--- config.mk ---
export PLATFORM = sky130hd
export DESIGN_NAME = board_raster_gen
export DESIGN_NICKNAME = d
export VERILOG_FILES = /design/src/rtl/board_raster_gen.sv
export SDC_FILE = /design/constraint.sdc
export NUM_CORES = 1
export LEC_CHECK = 0
export ABC_AREA = 1
export BUFFER_PORTS_ARGS = -buffer_cell sky130_fd_sc_hd__buf_2
export CAP_MARGIN = 5
export CORE_ASPECT_RATIO = 0.8
export CORE_MARGIN = 2
export CORE_UTILIZATION = 49
export CTS_CLUSTER_SIZE = 20
export DETAILED_ROUTE_END_ITERATION = 10
export PLACE_DENSITY = 0.68
export SLEW_MARGIN = 0
export SYNTH_ARGS = -nofsm -noshare
export SYNTH_HDL_FRONTEND = slang
export SYNTH_SLANG_ARGS = --single-unit
--- constraint.sdc ---
create_clock -name clk -period 4.1 [get_ports clk]
set_input_delay 0 -clock clk [delete_from_list [all_inputs] [get_ports clk]]
set_output_delay 0 -clock clk [all_outputs]
set_load 0.01 [all_outputs]
--- src/rtl/board_raster_gen.sv ---
// board_raster_gen
//   Streams the tic-tac-toe board bitmap one pixel per accepted beat, in raster
//   order. The image is built from grid lines, X/O marks and highlighted cells,
//   taken from a snapshot of the board vector latched when the frame starts.
// Ports
//   clk, rst_n     clock, asynchronous active-low reset
//   i_start        pulse: begin one frame (only honoured while idle)
//   i_board        2 bits per cell, cell i = cy*COLS+cx at [2i+1:2i]
//                  00 empty, 01 X, 10 O, 11 highlight
//   o_busy         a frame is in progress
//   o_out_valid    pixel beat valid; i_out_ready accepts it
//   o_out_pix      1 = background, 0 = ink
//   o_out_sof      beat is pixel (0,0)
//   o_out_eol      beat is the last pixel of a row
//   o_out_eof      beat is the last pixel of the frame
//   o_frame_done   one-cycle pulse after the eof beat is accepted
module board_raster_gen #(
  parameter int COLS       = 5,
  parameter int ROWS       = 3,
  parameter int CELL_SZ    = 26,
  parameter int LINE_W     = 1,
  parameter int MARGIN     = 4,
  parameter int MARK_W     = 2,
  parameter int CONTINUOUS = 0
) (
  input  logic                     clk,
  input  logic                     rst_n,
  input  logic                     i_start,
  input  logic [2*ROWS*COLS-1:0]   i_board,
  output logic                     o_busy,
  output logic                     o_out_valid,
  input  logic                     i_out_ready,
  output logic                     o_out_pix,
  output logic                     o_out_sof,
  output logic                     o_out_eol,
  output logic                     o_out_eof,
  output logic                     o_frame_done
);

  localparam int PITCH = CELL_SZ + LINE_W;
  localparam int W     = COLS * PITCH;
  localparam int H     = ROWS * PITCH;
  localparam int NC    = ROWS * COLS;
  localparam int BW    = 2 * NC;
  localparam int XW    = $clog2(W);
  localparam int YW    = $clog2(H);
  localparam int PW    = $clog2(PITCH);
  localparam int CXW   = $clog2(COLS > 1 ? COLS : 2);
  localparam int CYW   = $clog2(ROWS > 1 ? ROWS : 2);
  localparam int IW    = $clog2(NC > 1 ? NC : 2);
  // Wide enough for lx+ly without overflow.
  localparam int LW    = PW + 2;

  typedef enum logic {ST_IDLE = 1'b0, ST_RUN = 1'b1} state_t;

  state_t          r_state;
  state_t          w_state_next;
  logic            w_load;
  logic            w_latch;
  logic            w_drop;
  logic            w_done;

  logic [BW-1:0]   r_snap;
  logic [XW-1:0]   r_x;
  logic [YW-1:0]   r_y;
  logic [PW-1:0]   r_lx;
  logic [PW-1:0]   r_ly;
  logic [CXW-1:0]  r_cx;
  logic [CYW-1:0]  r_cy;

  logic            r_busy;
  logic            r_out_valid;
  logic            r_out_pix;
  logic            r_out_sof;
  logic            r_out_eol;
  logic            r_out_eof;
  logic            r_frame_done;

  // ---------------------------------------------------------------- FSM
  always_ff @(posedge clk or negedge rst_n) begin
    if (!rst_n) r_state <= ST_IDLE;
    else        r_state <= w_state_next;
  end

  // The output registers are the single pipeline stage: the counters always
  // point at the next pixel to load, and a load happens on start or whenever
  // the presented beat is accepted.
  always_comb begin
    w_state_next = r_state;
    w_load       = 1'b0;
    w_latch      = 1'b0;
    w_drop       = 1'b0;
    w_done       = 1'b0;
    case (r_state)
      ST_IDLE: begin
        if (i_start) begin
          w_state_next = ST_RUN;
          w_load       = 1'b1;
          w_latch      = 1'b1;
        end
      end
      ST_RUN: begin
        if (r_out_valid && i_out_ready) begin
          if (r_out_eof) begin
            w_done = 1'b1;
            if (CONTINUOUS != 0) begin
              w_load  = 1'b1;
              w_latch = 1'b1;
            end else begin
              w_state_next = ST_IDLE;
              w_drop       = 1'b1;
            end
          end else begin
            w_load = 1'b1;
          end
        end
      end
      default: w_state_next = ST_IDLE;
    endcase
  end

  // ---------------------------------------------------------- cell lookup
  // When the snapshot is being (re)latched this cycle the first pixel of the
  // new frame must already see the incoming board.
  logic [BW-1:0] w_src;
  logic [1:0]    w_cells [NC];
  logic [IW-1:0] w_idx;
  logic [1:0]    w_code;

  assign w_src = w_latch ? i_board : r_snap;

  for (genvar gi = 0; gi < NC; gi++) begin : g_cell
    assign w_cells[gi] = w_src[2*gi +: 2];
  end

  assign w_idx  = IW'(r_cy) * IW'(COLS) + IW'(r_cx);
  assign w_code = w_cells[w_idx];

  // ------------------------------------------------------------ pixel
  logic [LW-1:0] w_lx, w_ly_raw, w_ly, w_d1, w_sum, w_d2;
  logic          w_grid, w_in_box, w_x_ink, w_o_ink, w_mark, w_pix;
  logic          w_sof, w_eol, w_eof;

  always_comb begin
    w_lx     = LW'(r_lx);
    w_ly_raw = LW'(r_ly);
    w_grid   = (w_ly_raw < LW'(LINE_W)) || (w_lx >= LW'(CELL_SZ));
    // Only meaningful off the grid, where ly_raw >= LINE_W.
    w_ly     = w_ly_raw - LW'(LINE_W);
    w_in_box = (w_lx >= LW'(MARGIN)) && (w_lx <= LW'(CELL_SZ - 1 - MARGIN)) &&
               (w_ly >= LW'(MARGIN)) && (w_ly <= LW'(CELL_SZ - 1 - MARGIN));
    w_d1     = (w_lx >= w_ly) ? (w_lx - w_ly) : (w_ly - w_lx);
    w_sum    = w_lx + w_ly;
    w_d2     = (w_sum >= LW'(CELL_SZ - 1)) ? (w_sum - LW'(CELL_SZ - 1))
                                           : (LW'(CELL_SZ - 1) - w_sum);
    w_x_ink  = w_in_box && ((w_d1 < LW'(MARK_W)) || (w_d2 < LW'(MARK_W)));
    w_o_ink  = w_in_box &&
               ((w_lx < LW'(MARGIN + MARK_W)) || (w_lx > LW'(CELL_SZ - 1 - MARGIN - MARK_W)) ||
                (w_ly < LW'(MARGIN + MARK_W)) || (w_ly > LW'(CELL_SZ - 1 - MARGIN - MARK_W)));
    case (w_code)
      2'b01:   w_mark = w_x_ink;
      2'b10:   w_mark = w_o_ink;
      2'b11:   w_mark = 1'b1;
      default: w_mark = 1'b0;
    endcase
    w_pix = !(w_grid || w_mark);
    w_sof = (r_x == '0) && (r_y == '0);
    w_eol = (r_x == XW'(W - 1));
    w_eof = w_eol && (r_y == YW'(H - 1));
  end

  // ------------------------------------------------ datapath registers
  always_ff @(posedge clk or negedge rst_n) begin
    if (!rst_n) begin
      r_snap       <= '0;
      r_x          <= '0;
      r_y          <= '0;
      r_lx         <= '0;
      r_ly         <= '0;
      r_cx         <= '0;
      r_cy         <= '0;
      r_busy       <= 1'b0;
      r_out_valid  <= 1'b0;
      r_out_pix    <= 1'b0;
      r_out_sof    <= 1'b0;
      r_out_eol    <= 1'b0;
      r_out_eof    <= 1'b0;
      r_frame_done <= 1'b0;
    end else begin
      r_busy       <= (w_state_next == ST_RUN);
      r_frame_done <= w_done;
      if (w_latch) r_snap <= i_board;
      if (w_load) begin
        r_out_valid <= 1'b1;
        r_out_pix   <= w_pix;
        r_out_sof   <= w_sof;
        r_out_eol   <= w_eol;
        r_out_eof   <= w_eof;
        // Advance position; all counters wrap to 0 after the last pixel so
        // the next frame starts from (0,0) without extra clearing.
        if (w_eol) begin
          r_x  <= '0;
          r_lx <= '0;
          r_cx <= '0;
          if (w_eof) begin
            r_y  <= '0;
            r_ly <= '0;
            r_cy <= '0;
          end else begin
            r_y <= r_y + 1'b1;
            if (r_ly == PW'(PITCH - 1)) begin
              r_ly <= '0;
              r_cy <= r_cy + 1'b1;
            end else begin
              r_ly <= r_ly + 1'b1;
            end
          end
        end else begin
          r_x <= r_x + 1'b1;
          if (r_lx == PW'(PITCH - 1)) begin
            r_lx <= '0;
            r_cx <= r_cx + 1'b1;
          end else begin
            r_lx <= r_lx + 1'b1;
          end
        end
      end else if (w_drop) begin
        r_out_valid <= 1'b0;
        r_out_pix   <= 1'b0;
        r_out_sof   <= 1'b0;
        r_out_eol   <= 1'b0;
        r_out_eof   <= 1'b0;
      end
    end
  end

  assign o_busy       = r_busy;
  assign o_out_valid  = r_out_valid;
  assign o_out_pix    = r_out_pix;
  assign o_out_sof    = r_out_sof;
  assign o_out_eol    = r_out_eol;
  assign o_out_eof    = r_out_eof;
  assign o_frame_done = r_frame_done;

endmodule

# Yosys cells after proc, flatten, opt, wreduce, memory -nomap -nowiden
# Index checks and enable logic that the tools add are counted.
# word_totals
regBits,67
word_cells,108
input_bits,34
# classes
n_addsub,13
mul,1
n_reduce_logical,23
n_eq_ne,7
magnitude_cmp,15
mux,33
bitwise,2
# op_table
cell,count
$mux W30,1
$mux W7,3
$mux W5,4
$lt A7 B2 Y1 const B,2
$mux W1,14
$sub A6 B6 Y7,2
$add A5 B1 Y5 const B,2
$eq A5 B5 Y1 const B,2
$ge A5 B5 Y1 const B,2
$add A8 B1 Y8 const B,1
$bmux W2 S4,1
$eq A8 B8 Y1 const B,1
$logic_and A1 B1 Y1,8
$logic_not A8 Y1,1
$mux W2,4
$mux W8,1
$add A6 B6 Y7,1
$add A7 B1 Y7 const B,1
$eq A7 B7 Y1 const B,1
$ge A5 B7 Y1,1
$ge A7 B3 Y1 const B,1
$ge A7 B5 Y1 const B,1
$gt A7 B5 Y1 const B,1
$le A7 B5 Y1 const B,1
26 further kinds,37

# Depth between registers and ports, before layout
# Gate-level depths: netlist of the first run.
# depth
word_depth,11
depth_mapped,24

# Worst setup path before layout of the first run
# OpenSTA, ideal clock, no wires.
# synth_timing
kind,flip-flop to flip-flop
start,register r_ly[0]
end,register r_out_pix (netlist: o_out_pix)
arrival_time_ps,2885
period_less_slack_ps,3002
path_slack_ps,1098
setup_time_ps,117
required_ps,3983
n_path_buf,0
stages_incl_launch_ff,24
path_cell_list,dfrtp_1 inv_1 ha_1 xnor2_1 inv_1 ha_1 nor2_1 inv_1 nand2_1 ha_1 a21boi_0 nand3_1 nand3_1 nand3_1 nand2_1 nand2_1 nand2_1 nand2_1 nand3_1 nand2_1 nand2_1 nand2_1 nand2_1 nand2_1
# synth_via
elab_chain_len,11
word_cells_on_any_way,29
cone_classes,add/sub (6); order compare (9); mux (4); reduce/logical (10)
# synth_rtl
element,line,text
from (decl),67,logic [PW-1:0] r_ly;
from (signal assigned),215,r_ly <= r_ly + 1'b1;
$sub A5 B1 Y6,149,w_ly = w_ly_raw - LW'(LINE_W);
$add A6 B6 Y7,153,w_sum = w_lx + w_ly;
"$sub A5 B7 Y7, or another cell as far along",155,: (LW'(CELL_SZ - 1) - w_sum);
$mux W7,154,w_d2 = (w_sum >= LW'(CELL_SZ - 1)) ? (w_sum - LW'(CELL_SZ - 1))
$lt A7 B2 Y1,156,w_x_ink = w_in_box && ((w_d1 < LW'(MARK_W)) || (w_d2 < LW'(MARK_W)));
$logic_or A1 B1 Y1,156,
$logic_and A1 B1 Y1,156,
$pmux W1 S3,160,case (w_code)
$logic_or A1 B1 Y1 (*),166,w_pix = !(w_grid || w_mark);
$logic_not A1 Y1 (*),166,
$mux W1 (*),193,if (w_load) begin
to (signal assigned),195,r_out_pix <= w_pix;
to (decl),73,logic r_out_pix;
# Every way passes the cells marked *; elsewhere a longest branch is shown, timed or not.
# A chain may end at the register's enable or synchronous reset.

# Worst setup path in the final report of the first run
# Same ends and word-level chain as after synthesis.

==> results of run 1 <==
[cell usage in the layout, fill, tap and decap left out, types with 12 or more instances in the layout]
cell type        n
a21oi_1         27
nand3_1         42
nand2_1        171
inv_1           97
nor2_1          44
ha_1            40
nand4_1         12
dlygate4sd3_1   28
buf_2           40
o21ai_0         25
dfrtp_1         67
xor2_1          14
[report_power, final]
group / internal, µW / switching [µW]
Sequential: 854 / 162
Clock: 561 / 274
Combinational: 623 / 1090
Total: 2040 / 1530
[tightest hold or removal path, delay by kind of cell]
kind                   cells  cell delay [ps]
buffers and inverters      2              140
and+or+nand+nor            2              160
[routing by layer]
layer	global-route usage, %	vias to the layer above	share of wire, %
li1	-	2150	-
met1	36.0	1995	51
met4	4.57	0	1.0
met2	33.9	141	42
met5	0	-	0
met3	5.42	13	6.2
[stage by stage]
stage          utilization, %  cell area (µm²)
4_1_cts                  61.2             5630
3_3_place_gp             54.6             5020
2_1_floorplan               -             4710
3_5_place_dp             54.6             5020
6_report                 61.2             5630
5_1_grt                  61.2             5630
[final cells by class]
type | count | area share [%]
tap | 115 | 2.56
multi-input combinational | 445 | 46.2
timing repair buffer | 70 | 8.81
inverter | 102 | 6.80
clock buffer | 11 | 4.49
sequential | 67 | 29.8
clock inverter | 5 | 1.33
[worst min path at each step]
stage	from	end	slack (ps)	cells after the start
6_report	i_board[26]	r_snap[26]	10	4
5_1_grt	i_out_ready	o_frame_done	30	3
4_1_cts	i_board[26]	r_snap[26]	9	4
3_5_place_dp	rst_n	r_snap[24]	120	1
3_3_place_gp	rst_n	r_snap[24]	100	1
2_1_floorplan	rst_n	o_busy	-300	0
[kinds of logic (layout without fill, tap and decap cells)]
family,after synthesis,after routing,share of synthesized area [%]
fa+ha+maj,44,44,12.3
flops,67,67,35.6
buf+inv,113,188,9.34
mux,6,6,1.27
simple gates,302,302,28.8
xor+xnor,15,15,2.79
compound gates,78,78,9.87
[synthesized netlist by cell type, types with 2 or more instances]
library cell / count / share of area, %
nand4_1: 12 / 1.6
o2111ai_1: 3 / 0.56
nor3_1: 9 / 0.96
nor3_2: 2 / 0.42
dfrtp_1: 67 / 36
xor2_1: 14 / 2.6
o21ai_1: 2 / 0.21
nand3_1: 42 / 4.5
or2_2: 2 / 0.27
o22ai_1: 5 / 0.66
inv_1: 97 / 7.7
mux2i_1: 6 / 1.3
ha_1: 40 / 11
nand3b_1: 2 / 0.32
o211ai_1: 2 / 0.32
o21ai_0: 25 / 2.7
nor2_1: 45 / 3.6
nand2_1: 171 / 14
nor3b_1: 3 / 0.48
o221ai_1: 3 / 0.56
and2_1: 4 / 0.53
inv_2: 5 / 0.40
buf_2: 4 / 0.42
a211oi_1: 3 / 0.48
o41ai_1: 2 / 0.37
clkbuf_1: 5 / 0.40
a21oi_1: 27 / 2.9
fa_1: 4 / 1.7
[sequential cells by signal, summed over array words and instances (netlist names)]
name,flops
r_lx,5
r_x,8
r_snap,30
r_ly,5
r_cx,3
o_out_pix,1
o_out_eof,1
o_frame_done,1
o_out_eol,1
o_out_valid,1
o_busy,1
o_out_sof,1
r_cy,2
r_y,7
[what timing repair did]
item	in CTS	in global routing
hold buffers	28	0
setup endpoints to repair	0	0
endpoints found under the hold margin	59	0
==> out/results.tsv, run 1 <==
metric	value	unit
# rows	31	
Synth warnings	0	
RSZ-0062 raised after global routing	false	
GP Congestion	0.918	
core area	9190	µm²
Levels on crit path	23	
crit-path cells	inv_1 > ha_1 > xnor2_1 > inv_1 > ha_1 > nor2_1 > inv_1 > nand2_1 > ha_1 > a21boi_0 > nand3_1 > nand3_1 > nand3_1 > nand2_1 > nand2_1 > nand2_1 > nand2_1 > nand3_1 > nand2_1 > nand2_1 > nand2_1 > nand2_1 > nand2_1	
Pleak	0.00293	µW
Detailed Routing Iterations Pass 1	4	
Fin Hold WS	13.5	ps
CP max-delay cell	dfrtp_1	
Cells after DPL	771	
Overflow after GRT	0	
share of layout cells above drive strength 1	11.3	%
Die Ht	91.7	µm
setup slack after layout	647	ps
Fin Clk Skew	3.39	ps
Distinct cells, synth	47	
crit path launch type	flip-flop	
Max Slew Vio Count	0	
Slew @ Worst Pin	784	ps
crit path to	o_out_pix	
crit share post-route	84.2	%
prevailing post-synth register cell	dfrtp_1	
Worst Reg2Reg Path Length in Cells	23	
WP data arrival	3680	ps
total track usage	23.5	%
Layout area overhead	19.3	%
reg2reg setup slack	650	ps
Hold Path Class	input pin to flip-flop	
f_max	0.290	GHz
Final min period	3450	ps
Port Buf Inserts	40	
Seq/Total Area, Yosys	35.6	%
Reg-to-Reg Start	r_ly[0]	
Die W	114	µm
die footprint	10400	µm²
Syn Nets	703	
NumNets Final	773	
Post-Syn Area per Cell	7.54	µm²
vias in the first global route	4051	
1st-iter DRT viols	353	
number of max-cap violations	0	
Sink Count	67	
I/O Pins	41	
critical path class	flip-flop to flip-flop	
Final ANT Viol Nets	0	
DP Worst Slack	664	ps
Final Total Pwr	3570	µW
Worst path top cell family by delay	simple AND/OR/NAND/NOR gates	
crit path capture type	flip-flop	
status	complete, no violations	
CTS Buffer Depth	2	
CP peak stage delay	400	ps
Crit Path Max Fanout	10	
CTS tree	built	
Post-Synthesis Cells	625	
first-pass GRT wire length	19700	µm
Synth async-reset ratio	100	%
number of synthesized flops with an enable pin	0	
Root Buffer	clkbuf_16	
largest net degree at the start of global routing	36	
vias	4299	
CTS buffer count	9	
post-DR vias/cell	5.27	
CTS resizes	0	
register area	1680	µm²
total wire length	11200	µm
initial antenna violation count	0	
# setup viols final	0	
Initial Util	51.3	%
wire per inst	13.7	µm
DRC	0	
worst-skew pair later-pin latency	330	ps
Peak VDD IR	0.412	mV
WP buf/inv	3	
worst reg2reg endpoint	o_out_pix	
H-tree levels	3	
Relative slew margins	47.7	%
Mapped Area	4710	µm²
P per Cell Area	634	nW/µm²
# fillers	808	
DP HPWL	8330	µm
Final Hold Fails	0	
FF+latch count, synth	67	
ant diodes	0	
CP startpoint	r_ly[0]	
multi-input logic area	2600	µm²
post-route insts no fill	815	
critical path data required time	4320	ps
Setup TNS	0	ps
CP dominant cell by count	nand2_1	
Clock Pin Slew Worst Setup and Hold Paths	50	ps
setup repair bufs after CTS	0	
(Power assumes the default switching activity.)
==> run 2, diff against run 1 <==
--- a/config.mk
+++ b/config.mk
@@ -13,7 +13,7 @@
 export CORE_UTILIZATION = 49
 export CTS_CLUSTER_SIZE = 20
 export DETAILED_ROUTE_END_ITERATION = 10
-export PLACE_DENSITY = 0.68
+export PLACE_DENSITY = 0.7
 export SLEW_MARGIN = 0
 export SYNTH_ARGS = -nofsm -noshare
 export SYNTH_HDL_FRONTEND = slang
==> constraint.sdc (replaced) <==
create_clock -name clk -period 3.1 [get_ports clk]
set_input_delay 0 -clock clk [delete_from_list [all_inputs] [get_ports clk]]
set_output_delay 0 -clock clk [all_outputs]
set_load 0.01 [all_outputs]
==> out/results.tsv, run 2 (synthesis gave the netlist of run 1 again) <==
metric	value	unit	change
post-DR vias/cell	5.29		+0.20%
# rows	31		unchanged
Fin Hold WS	21.4	ps	+7.84 ps
# setup viols final	1		+1
GP Congestion	0.877		-4.4%
Final Hold Fails	0		unchanged
Slew @ Worst Pin	820	ps	+36.1 ps
failing checks	setup timing		
Worst Reg2Reg Path Length in Cells	20		-13%
critical path class	flip-flop to flip-flop		
Max Slew Vio Count	0		unchanged
Initial Util	51.3	%	unchanged
critical path data required time	3320	ps	-1000 ps
max reg flops	30		unchanged
Overflow after GRT	0		unchanged
total track usage	24.4	%	+0.94 points
Finished Core Util	63.9	%	+2.7 points
DRC	0		unchanged
CTS buffer count	9		unchanged
NumNets Final	802		+3.8%
worst reg2reg endpoint	o_out_pix		
most common cell after layout, fill and taps aside	nand2_1		
Hold Path Class	input pin to flip-flop		
first-pass GRT wire length	20500	µm	+3.7%
Layout area overhead	24.6	%	
Peak VDD IR	0.478	mV	+16%
most flop-heavy register	r_snap		
crit path to	o_out_pix		
RSZ-0062 raised after global routing	true		
Post-DP Area	5190	µm²	+3.4%
wire per inst	14.5	µm	+5.5%
DP HPWL	8680	µm	+4.2%
CTS Buffer Depth	2		unchanged
Cells after DPL	794		+3.0%
worst-skew pair later-pin latency	330	ps	about the same
Crit Path Max Fanout	4		-6
reg2reg setup slack	-60	ps	-710 ps
f_max	0.316	GHz	+9.1%
WP data arrival	3380	ps	-300 ps
Reg-to-Reg Start	r_cx[1]		
Setup TNS	-64.2	ps	-64.2 ps
Relative slew margins	45.3	%	-2.4 points
largest net degree at the start of global routing	36		unchanged
crit path launch type	flip-flop		
CTS tree	built		
core area	9190	µm²	unchanged
setup slack after layout	-64.2	ps	-711 ps
number of max-cap violations	0		unchanged
die footprint	10400	µm²	unchanged
Die W	114	µm	unchanged
crit path capture type	flip-flop		
Port Buf Inserts	40		unchanged
Pleak	0.00304	µW	+3.6%
most frequent cells in the layout	nand2_1, inv_1, dfrtp_1, nor2_1, nand3_1		
vias in the first global route	4319		+6.6%
Largest regs	r_snap: 30 flops, r_x: 8 flops, r_y: 7 flops		
status	finished with violations		
Final Cell Area	5880	µm²	+4.4%
ant diodes	0		unchanged
1st-iter DRT viols	357		+1.1%
I/O Pins	41		unchanged
initial antenna violation count	0		unchanged
Die Ht	91.7	µm	unchanged
crit share post-route	102	%	+18 points
Final ANT Viol Nets	0		unchanged
vias	4461		+3.8%
total wire length	12200	µm	+9.2%
share of layout cells above drive strength 1	16.9	%	+5.6 points
Clock Pin Slew Worst Setup and Hold Paths	50	ps	about the same
CP startpoint	r_cx[1]		
Sink Count	67		unchanged
H-tree levels	3		unchanged
post-route insts no fill	844		+3.6%
Detailed Routing Iterations Pass 1	5		+1
Final min period	3160	ps	-289 ps
Root Buffer	clkbuf_16		
P per Cell Area	821	nW/µm²	+29%
Fin Clk Skew	5.20	ps	+1.81 ps
-- run 2: changes by cell type in the layout (fill, tap and decap cells not counted), moves of 3 or more --
cell | before | now
a21oi_2 | 0 | 4
a21oi_1 | 27 | 23
clkbuf_1 | 0 | 3
inv_2 | 5 | 8
ha_1 | 40 | 37
inv_1 | 97 | 94
buf_4 | 2 | 31
ha_4 | 0 | 3
-- run 2: power breakdown --
group / internal (µW) / total (µW) / switching (µW) / leakage (µW)
logic: 1000 / 2580 / 1580 / 0.00211
registers: 1130 / 1300 / 171 / 0.000791
clock network: 583 / 943 / 360 / 0.000137
-- run 2: worst min path at each step --
stage | from | end | slack [ps] | depth (start not counted)
3_3_place_gp | rst_n | r_snap[7] | 130 | 1
5_1_grt | i_board[10] | r_snap[10] | 40 | 4
6_report | i_board[26] | r_snap[26] | 20 | 4
2_1_floorplan | rst_n | o_busy | -300 | 0
3_5_place_dp | rst_n | r_snap[24] | 140 | 1
4_1_cts | i_board[26] | r_snap[26] | 10 | 4
-- run 2: layout make-up --
cell class | count | area, µm²
Clock buffer | 14 | 264
Multi-Input combinational cell | 445 | 2690
Fill cell | 768 | 3320
Timing Repair Buffer | 99 | 713
Inverter | 102 | 383
Clock inverter | 2 | 10.0
Tap cell | 115 | 144
Sequential cell | 67 | 1680
-- run 2: per-layer routing --
| layer | GRT usage (%) | share of wire, % | vias up |
|---|---|---|---|
| li1 | - | - | 2204 |
| met3 | 5.75 | 6.0 | 18 |
| met5 | 0 | 0 | - |
| met4 | 6.81 | 1.5 | 0 |
| met2 | 36.5 | 44 | 151 |
| met1 | 35.5 | 49 | 2088 |
-- run 2: stage by stage --
stage / worst slack (ps) / total power (µW)
6_report: -64.2 / 4820
5_1_grt: -213 / 5230
4_1_cts: 13.2 / 4720
3_5_place_dp: -52.7 / 3690
3_3_place_gp: 50.1 / 3610
2_1_floorplan: 98.3 / 2990
-- run 2: what timing repair did --
action,in CTS,in global routing
setup buffers,4,2
setup endpoints to repair,1,1
pin swaps,6,13
gates resized for setup,7,14
hold buffers,28,0
endpoints found under the hold margin,60,0
-- run 2: worst max-delay path: stages, from the launching register on --
cell,delay [ps]
dfrtp_1,400
ha_4,290
ha_4,120
inv_2,30
fa_2,570
inv_2,70
a21oi_2,100
nand2_1,90
o221ai_2,220
nand2_2,100
inv_2,100
ha_4,200
a21oi_2,100
o211a_1,180
nand3_2,100
nor2_2,120
nand2_1,60
nand2_1,60
nand2_1,40
nand2_1,50
nand2_1,40
==> run 3, diff against run 2 <==
--- a/config.mk
+++ b/config.mk
@@ -11,6 +11,7 @@
 export CORE_ASPECT_RATIO = 0.8
 export CORE_MARGIN = 2
 export CORE_UTILIZATION = 49
+export CTS_BUF_LIST = sky130_fd_sc_hd__clkbuf_8
 export CTS_CLUSTER_SIZE = 20
 export DETAILED_ROUTE_END_ITERATION = 10
 export PLACE_DENSITY = 0.7
==> out/results.tsv, run 3 (synthesis gave the netlist of run 1 again) <==
metric	value	unit	change
Clock power frac	14.4	%	-5.2 points
Worst path top cell family by delay	adder cells		
Relative slew margins	45.0	%	-0.27 points
Root Buffer	clkbuf_8		
worst-skew pair later-pin latency	350	ps	+20 ps
largest net degree at the start of global routing	36		unchanged
Finished Core Util	62.7	%	-1.2 points
Max Slew Vio Count	0		unchanged
Final ANT Viol Nets	0		unchanged
NumNets Final	802		unchanged
most frequent cells in the layout	nand2_1, inv_1, dfrtp_1, nor2_1, nand3_1		
Worst Reg2Reg Path Length in Cells	20		unchanged
Flop pwr share	28.8	%	+1.8 points
wire per inst	14.2	µm	-1.7%
Levels on crit path	20		unchanged
DP Worst Slack	-52.7	ps	unchanged
Net Switching	2060	µW	-2.1%
Die Ht	91.7	µm	unchanged
WP buf/inv	3		unchanged
CTS Buffer Depth	2		unchanged
DRC	0		unchanged
1st-iter DRT viols	299		-16%
most flop-heavy register	r_snap		
f_max	0.325	GHz	+3.0%
most common cell after layout, fill and taps aside	nand2_1		
critical path data required time	3340	ps	+20 ps
ant diodes	0		unchanged
total wire length	12000	µm	-1.7%
Power Internal	2440	µW	-10%
combinational share of power	56.8	%	+3.4 points
status	complete, no violations		
vias in the first global route	4281		-0.88%
CTS tree	built		
Slew @ Worst Pin	824	ps	+3.98 ps
Final min period	3070	ps	-91.0 ps
H-tree levels	3		unchanged
Clock Pin Slew Worst Setup and Hold Paths	70	ps	+20 ps
WP data arrival	3320	ps	-60 ps
post-DR vias/cell	5.23		-1.0%
# rows	31		unchanged
Overflow after GRT	0		unchanged
initial antenna violation count	0		unchanged
critical path class	flip-flop to flip-flop		
core area	9190	µm²	unchanged
Port Buf Inserts	40		unchanged
Sink Count	67		unchanged
crit path capture type	flip-flop		
Fin Hold WS	11.4	ps	-10.0 ps
hold path depth	3		-1
share of layout cells above drive strength 1	16.5	%	-0.41 points
first-pass GRT wire length	20300	µm	-0.71%
Crit Path Max Fanout	3		-1
Pleak	0.00301	µW	-0.85%
Fin Clk Skew	7.43	ps	+2.23 ps
Detailed Routing Iterations Pass 1	5		unchanged
# setup viols final	0		-1
CP peak stage delay	460	ps	-110 ps
CP dominant cell by count	nand2_1		
number of max-cap violations	0		unchanged
total track usage	24.2	%	-0.25 points
Largest regs	r_snap: 30 flops, r_x: 8 flops, r_y: 7 flops		
Layout area overhead	22.3	%	
crit path launch type	flip-flop		
GP Congestion	0.877		unchanged
vias	4415		-1.0%
Initial Util	51.3	%	unchanged
die footprint	10400	µm²	unchanged
Sw Ratio	45.8	%	+2.1 points
RSZ-0062 raised after global routing	true		
DP HPWL	8680	µm	unchanged
P per Cell Area	781	nW/µm²	-4.8%
CP max-delay cell	fa_2		
Hold Path Class	input pin to flip-flop		
crit-path cells	ha_1 > ha_2 > inv_2 > fa_2 > buf_6 > a21oi_2 > nand2_1 > o221ai_2 > nand2_1 > inv_2 > ha_4 > a21oi_2 > o211a_1 > nand3_2 > nor2_2 > nand2_1 > nand2_1 > nand2_1 > nand2_1 > nand2_1		
Final Hold Fails	0		unchanged
CTS buffer count	9		unchanged
setup slack after layout	26.7	ps	+91.0 ps
max reg flops	30		unchanged
Die W	114	µm	unchanged
I/O Pins	41		unchanged
Peak VDD IR	0.343	mV	-28%
crit share post-route	99.1	%	-2.9 points
-- run 3: cell types whose count changed in the layout (fill, tap and decap cells not counted), moves of 2 or more --
cell       change
ha_4           -2
clkbuf_8       +9
clkbuf_1       -3
clkbuf_16      -9
buf_4          -2
inv_1          +3
-- run 3: metrics by stage --
stage          setup TNS, ps  total power, µW  std cells  cell area, µm²
2_1_floorplan              0             2990        625            4710
3_3_place_gp               0             3610        794            5190
3_5_place_dp           -52.7             3690        794            5190
4_1_cts                    0             4400        843            5690
5_1_grt                 -161             4910        844            5760
6_report                   0             4500        844            5760
-- run 3: worst paths after layout --
check                            startpoint           end  slack [ps]
worst max register to register      r_cy[1]     o_out_pix          30
worst min-delay path            i_out_ready  o_frame_done          10
max in group asynchronous             rst_n        r_x[7]        2050
worst min register to register   r_snap[25]    r_snap[25]         470
worst max-delay path                r_cy[1]     o_out_pix          30
min in group asynchronous             rst_n        r_y[3]         290
-- run 3: area by class of cell --
cell class / count / area [µm²]
clock inverter: 5 / 21.3
sequential: 67 / 1680
multi-input combinational: 445 / 2670
inverter: 102 / 383
clock buffer: 11 / 151
tap: 115 / 144
fill: 782 / 3430
timing repair buffer: 99 / 719
-- run 3: metal layers --
layer / vias up / wire (µm) / share of wire [%] / global-route usage, %
met2: 123 / 5180 / 43 / 36.1
li1: 2199 / - / - / -
met1: 2072 / 5950 / 50 / 35.9
met4: 0 / 200 / 1.7 / 5.79
met5: - / 0 / 0 / 0
met3: 21 / 661 / 5.5 / 5.22
-- run 3: tightest hold or removal path, stage by stage --
cell and delay, ps:
buf_2 100, nand3_1 130, nor2_1 80
-- run 3: power groups by stage --
stage / sequential, µW / combinational (µW) / clock, µW
3_5_place_dp: 1310 / 2390 / 0
3_3_place_gp: 1300 / 2310 / 0
2_1_floorplan: 1300 / 1700 / 0
6_report: 1300 / 2560 / 649
4_1_cts: 1290 / 2450 / 661
5_1_grt: 1320 / 2890 / 704
-- run 3: timing repair --
| action | 4_1_cts | 5_1_grt |
|---|---|---|
| endpoints found under the hold margin | 61 | 0 |
| gates cloned | 0 | 0 |
| setup buffers | 4 | 1 |
| gates resized for setup | 1 | 19 |
| pin swaps | 2 | 12 |
| hold buffers | 29 | 0 |
| endpoints found under the setup margin | 1 | 1 |
